`src/rtl/ysyx_22040127_ifu.sv`:
```
// Instruction fetch unit: issues 8-byte-aligned reads to instruction memory,
// splits each 64-bit response into one or two 32-bit instructions and buffers
// them with their PCs for the core. A redirect flushes the buffer and restarts
// fetch at the new target; an in-flight request completes and its data is dropped.
//
// Ports:
//   clk, rst                    clock, asynchronous active-low reset
//   req_valid/req_ready/req_addr memory read request channel
//   resp_valid/resp_data        memory read response (one per accepted request)
//   inst_valid/inst_ready       instruction handshake to the core
//   inst, inst_pc               head instruction and its PC
//   redirect_valid/redirect_pc  flush and refetch from redirect_pc
//
// Optional build macro IFU_PERF_EN adds saturating counters
//   perf_fetch_cnt, perf_flush_cnt, perf_stall_cnt.
module ysyx_22040127_ifu #(
  parameter logic [31:0] RESET_PC   = 32'h8000_0000,
  parameter int unsigned FIFO_DEPTH = 4
) (
  input  logic        clk,
  input  logic        rst,
  output logic        req_valid,
  input  logic        req_ready,
  output logic [31:0] req_addr,
  input  logic        resp_valid,
  input  logic [63:0] resp_data,
  output logic        inst_valid,
  input  logic        inst_ready,
  output logic [31:0] inst,
  output logic [31:0] inst_pc,
  input  logic        redirect_valid,
  input  logic [31:0] redirect_pc
`ifdef IFU_PERF_EN
  ,
  output logic [31:0] perf_fetch_cnt,
  output logic [31:0] perf_flush_cnt,
  output logic [31:0] perf_stall_cnt
`endif
);

  localparam int unsigned CNT_W = $clog2(FIFO_DEPTH) + 1;

  localparam logic [1:0] S_IDLE = 2'd0;
  localparam logic [1:0] S_REQ  = 2'd1;
  localparam logic [1:0] S_WAIT = 2'd2;
  localparam logic [1:0] S_DROP = 2'd3;

  logic [1:0]  state, state_nxt;
  logic [31:0] fetch_pc, fetch_pc_nxt;
  logic        drop_pend, drop_pend_nxt;
  logic        req_valid_nxt;
  logic [31:0] req_addr_nxt;

  // Shift-register buffer: entry 0 is always the head, so inst/inst_pc/inst_valid
  // come straight from flops.
  logic [31:0]           ent_inst     [FIFO_DEPTH];
  logic [31:0]           ent_pc       [FIFO_DEPTH];
  logic [FIFO_DEPTH-1:0] ent_vld;
  logic [31:0]           ent_inst_nxt [FIFO_DEPTH];
  logic [31:0]           ent_pc_nxt   [FIFO_DEPTH];
  logic [FIFO_DEPTH-1:0] ent_vld_nxt;
  logic [CNT_W-1:0]      cnt, base, free_cnt;
  logic [CNT_W:0]        cnt_wide;

  logic        keep, two, pop;
  logic [1:0]  n_push;
  logic [31:0] w0_inst, w0_pc, w1_inst, w1_pc;
  logic        unused_redirect_lsb;

  assign unused_redirect_lsb = ^redirect_pc[1:0];

  assign free_cnt = CNT_W'(FIFO_DEPTH) - cnt;
  assign keep     = (state == S_WAIT) && resp_valid && !redirect_valid;
  assign two      = !fetch_pc[2];
  assign n_push   = keep ? (two ? 2'd2 : 2'd1) : 2'd0;
  assign pop      = ent_vld[0] && inst_ready && !redirect_valid;
  assign w0_inst  = fetch_pc[2] ? resp_data[63:32] : resp_data[31:0];
  assign w0_pc    = fetch_pc;
  assign w1_inst  = resp_data[63:32];
  assign w1_pc    = fetch_pc + 32'd4;

  assign inst_valid = ent_vld[0];
  assign inst       = ent_inst[0];
  assign inst_pc    = ent_pc[0];

  // Buffer next state: shift on pop, then write new words behind the survivors.
  always_comb begin
    ent_inst_nxt = ent_inst;
    ent_pc_nxt   = ent_pc;
    ent_vld_nxt  = ent_vld;
    base         = cnt;
    if (pop) begin
      for (int i = 0; i < int'(FIFO_DEPTH) - 1; i++) begin
        ent_inst_nxt[i] = ent_inst[i+1];
        ent_pc_nxt[i]   = ent_pc[i+1];
        ent_vld_nxt[i]  = ent_vld[i+1];
      end
      ent_vld_nxt[FIFO_DEPTH-1] = 1'b0;
      base = cnt - CNT_W'(1);
    end
    if (keep) begin
      for (int i = 0; i < int'(FIFO_DEPTH); i++) begin
        if (CNT_W'(i) == base) begin
          ent_inst_nxt[i] = w0_inst;
          ent_pc_nxt[i]   = w0_pc;
          ent_vld_nxt[i]  = 1'b1;
        end
        if (two && (CNT_W'(i) == base + CNT_W'(1))) begin
          ent_inst_nxt[i] = w1_inst;
          ent_pc_nxt[i]   = w1_pc;
          ent_vld_nxt[i]  = 1'b1;
        end
      end
    end
    cnt_wide = (CNT_W+1)'(base) + (CNT_W+1)'(n_push);
    if (redirect_valid) begin
      ent_vld_nxt = '0;
      cnt_wide    = '0;
    end
  end

  // Fetch FSM and PC update; a redirect always wins over a kept response.
  always_comb begin
    state_nxt     = state;
    drop_pend_nxt = drop_pend;
    req_valid_nxt = req_valid;
    req_addr_nxt  = req_addr;
    fetch_pc_nxt  = fetch_pc;
    case (state)
      S_IDLE: begin
        if (!redirect_valid && (free_cnt >= CNT_W'(2))) begin
          state_nxt     = S_REQ;
          req_valid_nxt = 1'b1;
          req_addr_nxt  = {fetch_pc[31:3], 3'b000};
          drop_pend_nxt = 1'b0;
        end
      end
      S_REQ: begin
        if (req_ready) begin
          req_valid_nxt = 1'b0;
          drop_pend_nxt = 1'b0;
          state_nxt     = (redirect_valid || drop_pend) ? S_DROP : S_WAIT;
        end else if (redirect_valid) begin
          drop_pend_nxt = 1'b1;
        end
      end
      S_WAIT: begin
        if (resp_valid)          state_nxt = S_IDLE;
        else if (redirect_valid) state_nxt = S_DROP;
      end
      S_DROP: begin
        if (resp_valid) state_nxt = S_IDLE;
      end
      default: state_nxt = S_IDLE;
    endcase
    if (redirect_valid)
      fetch_pc_nxt = {redirect_pc[31:2], 2'b00};
    else if (keep)
      fetch_pc_nxt = fetch_pc + (fetch_pc[2] ? 32'd4 : 32'd8);
  end

  always_ff @(posedge clk or negedge rst) begin
    if (!rst) begin
      state     <= S_IDLE;
      fetch_pc  <= RESET_PC;
      drop_pend <= 1'b0;
      req_valid <= 1'b0;
      req_addr  <= '0;
      cnt       <= '0;
      ent_vld   <= '0;
      for (int i = 0; i < int'(FIFO_DEPTH); i++) begin
        ent_inst[i] <= '0;
        ent_pc[i]   <= '0;
      end
    end else begin
      state     <= state_nxt;
      fetch_pc  <= fetch_pc_nxt;
      drop_pend <= drop_pend_nxt;
      req_valid <= req_valid_nxt;
      req_addr  <= req_addr_nxt;
      cnt       <= cnt_wide[CNT_W-1:0];
      ent_vld   <= ent_vld_nxt;
      ent_inst  <= ent_inst_nxt;
      ent_pc    <= ent_pc_nxt;
    end
  end

  // The free-space check at issue must make overflow impossible.
  assert property (@(posedge clk) disable iff (!rst)
                   cnt_wide <= (CNT_W+1)'(FIFO_DEPTH));

`ifdef IFU_PERF_EN
  // Saturating event counters.
  always_ff @(posedge clk or negedge rst) begin
    if (!rst) begin
      perf_fetch_cnt <= '0;
      perf_flush_cnt <= '0;
      perf_stall_cnt <= '0;
    end else begin
      if (req_valid && req_ready && (perf_fetch_cnt != 32'hFFFF_FFFF))
        perf_fetch_cnt <= perf_fetch_cnt + 32'd1;
      if (redirect_valid && (perf_flush_cnt != 32'hFFFF_FFFF))
        perf_flush_cnt <= perf_flush_cnt + 32'd1;
      if (inst_ready && !inst_valid && (perf_stall_cnt != 32'hFFFF_FFFF))
        perf_stall_cnt <= perf_stall_cnt + 32'd1;
    end
  end
`endif

endmodule

```
`config.mk`:
```
export PLATFORM = sky130hd
export DESIGN_NAME = ysyx_22040127_ifu
export DESIGN_NICKNAME = d
export VERILOG_FILES = /design/src/rtl/ysyx_22040127_ifu.sv
export SDC_FILE = /design/constraint.sdc
export NUM_CORES = 1
export LEC_CHECK = 0
export BUFFER_PORTS_ARGS = -buffer_cell sky130_fd_sc_hd__buf_2
export CAP_MARGIN = 0
export CELL_PAD_IN_SITES_DETAIL_PLACEMENT = 1
export CELL_PAD_IN_SITES_GLOBAL_PLACEMENT = 1
export CORE_UTILIZATION = 46
export CTS_BUF_LIST = sky130_fd_sc_hd__clkbuf_16
export DETAILED_ROUTE_END_ITERATION = 6
export GPL_TIMING_DRIVEN = 0
export HOLD_SLACK_MARGIN = 0.1
export PLACE_DENSITY = 0.79
export SETUP_SLACK_MARGIN = 0.2
export SLEW_MARGIN = 10
export SYNTH_ARGS = -nofsm -noshare
export SYNTH_HDL_FRONTEND = slang
export SYNTH_SLANG_ARGS = --single-unit
```
`constraint.sdc`:
```
create_clock -name clk -period 3.8 [get_ports clk]
set_clock_uncertainty 0.15 [all_clocks]
set_input_delay 0.76 -clock clk [delete_from_list [all_inputs] [get_ports clk]]
set_output_delay 0.76 -clock clk [all_outputs]
set_load 0.02 [all_outputs]
```
==> impl_metrics.csv <==
group,metric,value,unit
status,status,"complete, no violations",
worst_setup_path,start_kind,"register",
pwr,power_density,629,nW/um2
yosys,synthArstFlopShare,1.00,
layout,final_layout_size_suffix_gt1_frac,0.232,
die,die_x,198,um
timing,fin_crit,3.52,ns
worst_setup_path,worst_path_most_repeated_cell,"ha_4",
yosys,syn_avg_cell_area,9.40,um2
yosys,synth-seq-area-share,0.458,
detailed_routing,drt-met1-wl,26200,um
place,dp_slack,-0.516,ns
place,gp_congestion,0.883,
global_routing,grt_pass1_vias,16900,
clocking,clock_latency,0.55,ns
clocking,clock-root-buffer,"clkbuf_16",
timing,timing.slew.headroom,0.328,
detailed_routing,via_count,16000,
die,die-area,39300,um2
yosys,ys_warn_count,0,
clocking,htreeDepth,2,
detailed_routing,antenna_left,0,
timing,setup_ws,0.277,ns
layout,nets,2237,
die,fp.dieH,198,um
worst_setup_path,cp.required,4.04,ns
worst_setup_path,path_max_fanout,10,
timing,tightestPinTransition,1.01,ns
yosys,ys.flop_type,"dfrtp_1",
layout,n_fill_cell,4363,
layout,area_delta_synth_final,17.9,%
yosys,ys_ff_latch,324,
global_routing,groute.usage.overall,0.327,
detailed_routing,avgRoutedWirePerCell,23.7,um
clocking,clk_path_buf_depth,3,
place,dp_hpwl,44600,um
worst_setup_path,crit_chain,"buf_6 -> inv_1 -> ha_4 -> and4bb_1 -> a21oi_4 -> nor2_2 -> ha_4 -> nor2b_1 -> o21ai_4 -> clkbuf_1 -> a31oi_1",
pwr,p_leak,9.67,nW
flow_run,drv_cap,0,
yosys,synth_edf_count,0,
die,start_util,0.469,
yosys,ys_types,74,
worst_setup_path,critical_path_buf_inv_count,3,
detailed_routing,dr.pass1.iters,5,
timing,timing.fmax,284,MHz
detailed_routing,route.detailed.drc,0,
place,dp_cells,2594,
worst_setup_path,crit_family,"compound AO/OA/AOI/OAI gates",
clocking,cts.sink_count,324,
yosys,synth_cells,1884,
yosys,yosysTopAreaCell,"dfrtp_1",
detailed_routing,drt-initial-drc-count,973,
timing,drv_slew,0,
clocking,cts_tree,"done",
die,num_rows,71,
yosys,syn_area,17700,um2
clocking,clkTransAtPathRegs,0.06,ns
place,port_buffers,194,
worst_setup_path,slowest_stage,"clkbuf_1",
hold_path,hp-class,"in2reg",
layout,final_cells,2669,
die,core_area,37800,um2
worst_setup_path,reg2reg_slack,0.28,ns
global_routing,grt_max_degree,104,
clocking,cts_buffers,38,
layout,seqCellArea,8110,um2
worst_setup_path,worstSetupPathType,"reg2reg",
pwr,power.total,13.1,mW
worst_setup_path,worstPathArrival,3.76,ns
timing,rsz0062_at_grt,"false",
die,io_pins,200,
yosys,synth.area.top_cells,"dfrtp_1, mux2i_1, nand2_1",
pwr,vdd_drop_max,0.000380,V
yosys,synth.top_cell.area_share,0.456,
detailed_routing,wl_met2,31500,um
layout,fin_area,20900,um2
detailed_routing,viasPerCell,5.98,
detailed_routing,met3_length,3500,um
detailed_routing,drt-total-wl,63400,um
timing,timing.final.crit_share,0.927,
detailed_routing,top_layer,"met4",
layout,multi_input_area,8330,um2
global_routing,grt.overflow.total,0,
global_routing,grt_pass1_wl,98100,um
worst_setup_path,cp-end-kind,"register",
timing,finalSetupViolCount,0,
global_routing,antenna_found_initial,0,
worst_setup_path,crit_path_max_incr_delay,0.58,ns
timing,hold_viol_final,0,
place,placed_area,19400,um2
state kept, by name, summed over array words and instances, names as in the netlist:
| register | cells |
|---|---|
| ent_vld | 4 |
| fetch_pc | 30 |
| req_valid | 1 |
| cnt | 3 |
| ent_inst | 96 |
| drop_pend | 1 |
| state | 2 |
| inst | 32 |
| inst_pc | 32 |
| ent_pc | 94 |
| req_addr | 29 |
worst paths after layout:
path,from,endpoint,cells after the start
worst max-delay path,cnt[0],inst[27],11
worst min-delay path,redirect_pc[12],fetch_pc[12],3
worst max register to register,cnt[0],inst[27],11
worst min register to register,ent_inst[24],ent_inst[24],2
max in group asynchronous,rst,fetch_pc[3],4
min in group asynchronous,rst,inst[26],2
cell type report:
cell class | count | area share
antenna | 2 | 0.000240
sequential | 324 | 0.388
timing repair buffer | 202 | 0.0530
clock buffer | 39 | 0.0467
inverter | 49 | 0.00881
multi-input combinational | 1286 | 0.399
tap | 511 | 0.0306
buffer | 227 | 0.0615
clock inverter | 29 | 0.0120
cell usage after synthesis, types with 7 or more instances:
library cell and count:
o21ai_0 121, buf_2 59, nor2_1 95, nor4_1 7, mux2_2 52, inv_1 48, mux2_1 8, a211oi_1 16
o221a_2 8, and3_1 39, and4_1 7, nand4_1 30, a221oi_1 55, a32oi_1 15, a31oi_1 34, a21oi_1 26
buf_4 73, nand3_1 62, clkbuf_1 78, dfrtp_1 323, a221oi_2 8, xor2_1 28, and2_1 13, o32ai_1 7
nand2_1 364, nor2b_1 7, xnor2_1 25, a22oi_1 18, mux2i_1 153, buf_1 9, nor3_1 18
per-stage QoR:
stage	hold WS [ns]	util	TNS, ns
floorplan	0.300	-	0
global placement	0.314	0.512	-1517.56
detailed placement	0.322	0.515	-35.09
CTS	0.260	0.550	0
global route	0.294	0.553	0
finish	0.280	0.553	0
logic make-up after synthesis:
family / share of synthesized area
xor+xnor: 0.0280
mux: 0.125
flops: 0.458
compound gates: 0.135
other cells: 0.000212
simple gates: 0.169
fa+ha+maj: 0.00537
buf+inv: 0.0797
placed cells by master (no fill, tap or decap), types with 53 or more instances in the layout:
cell | Yosys | routed
o21ai_0 | 121 | 120
nand2_1 | 364 | 364
dfrtp_1 | 323 | 323
nor2_1 | 95 | 93
buf_4 | 73 | 78
nand3_1 | 62 | 62
mux2i_1 | 153 | 153
buf_2 | 59 | 244
clkbuf_1 | 78 | 67
inv_1 | 48 | 53
timing repair:
| item | CTS | global route |
|---|---|---|
| pin swaps | 2 | 0 |
| setup buffers | 1 | 3 |
| setup endpoints to repair | 224 | 214 |
| resized for setup | 28 | 26 |
| endpoints found under the hold margin | 58 | 0 |
| hold buffers | 1 | 0 |
routing by layer:
metal	global-route usage	vias up
met1	0.417	8202
met4	0.126	0
met2	0.560	567
li1	-	7054
met5	0	-
met3	0.0433	128
worst register-to-register path, cell delays in order (launching register included):
cell and delay (ns):
dfrtp_1 0.38, buf_6 0.17, inv_1 0.13, ha_4 0.31
and4bb_1 0.22, a21oi_4 0.18, nor2_2 0.09, ha_4 0.19
nor2b_1 0.21, o21ai_4 0.55, clkbuf_1 0.59, a31oi_1 0.18
report_power, final:
group | total [mW] | internal, mW | switching [mW] | leakage, nW
logic | 4.23 | 1.89 | 2.34 | 4.89
clock network | 3.67 | 2.14 | 1.53 | 0.618
registers | 5.24 | 4.55 | 0.691 | 4.17
Power figures use the tool's default switching activity.
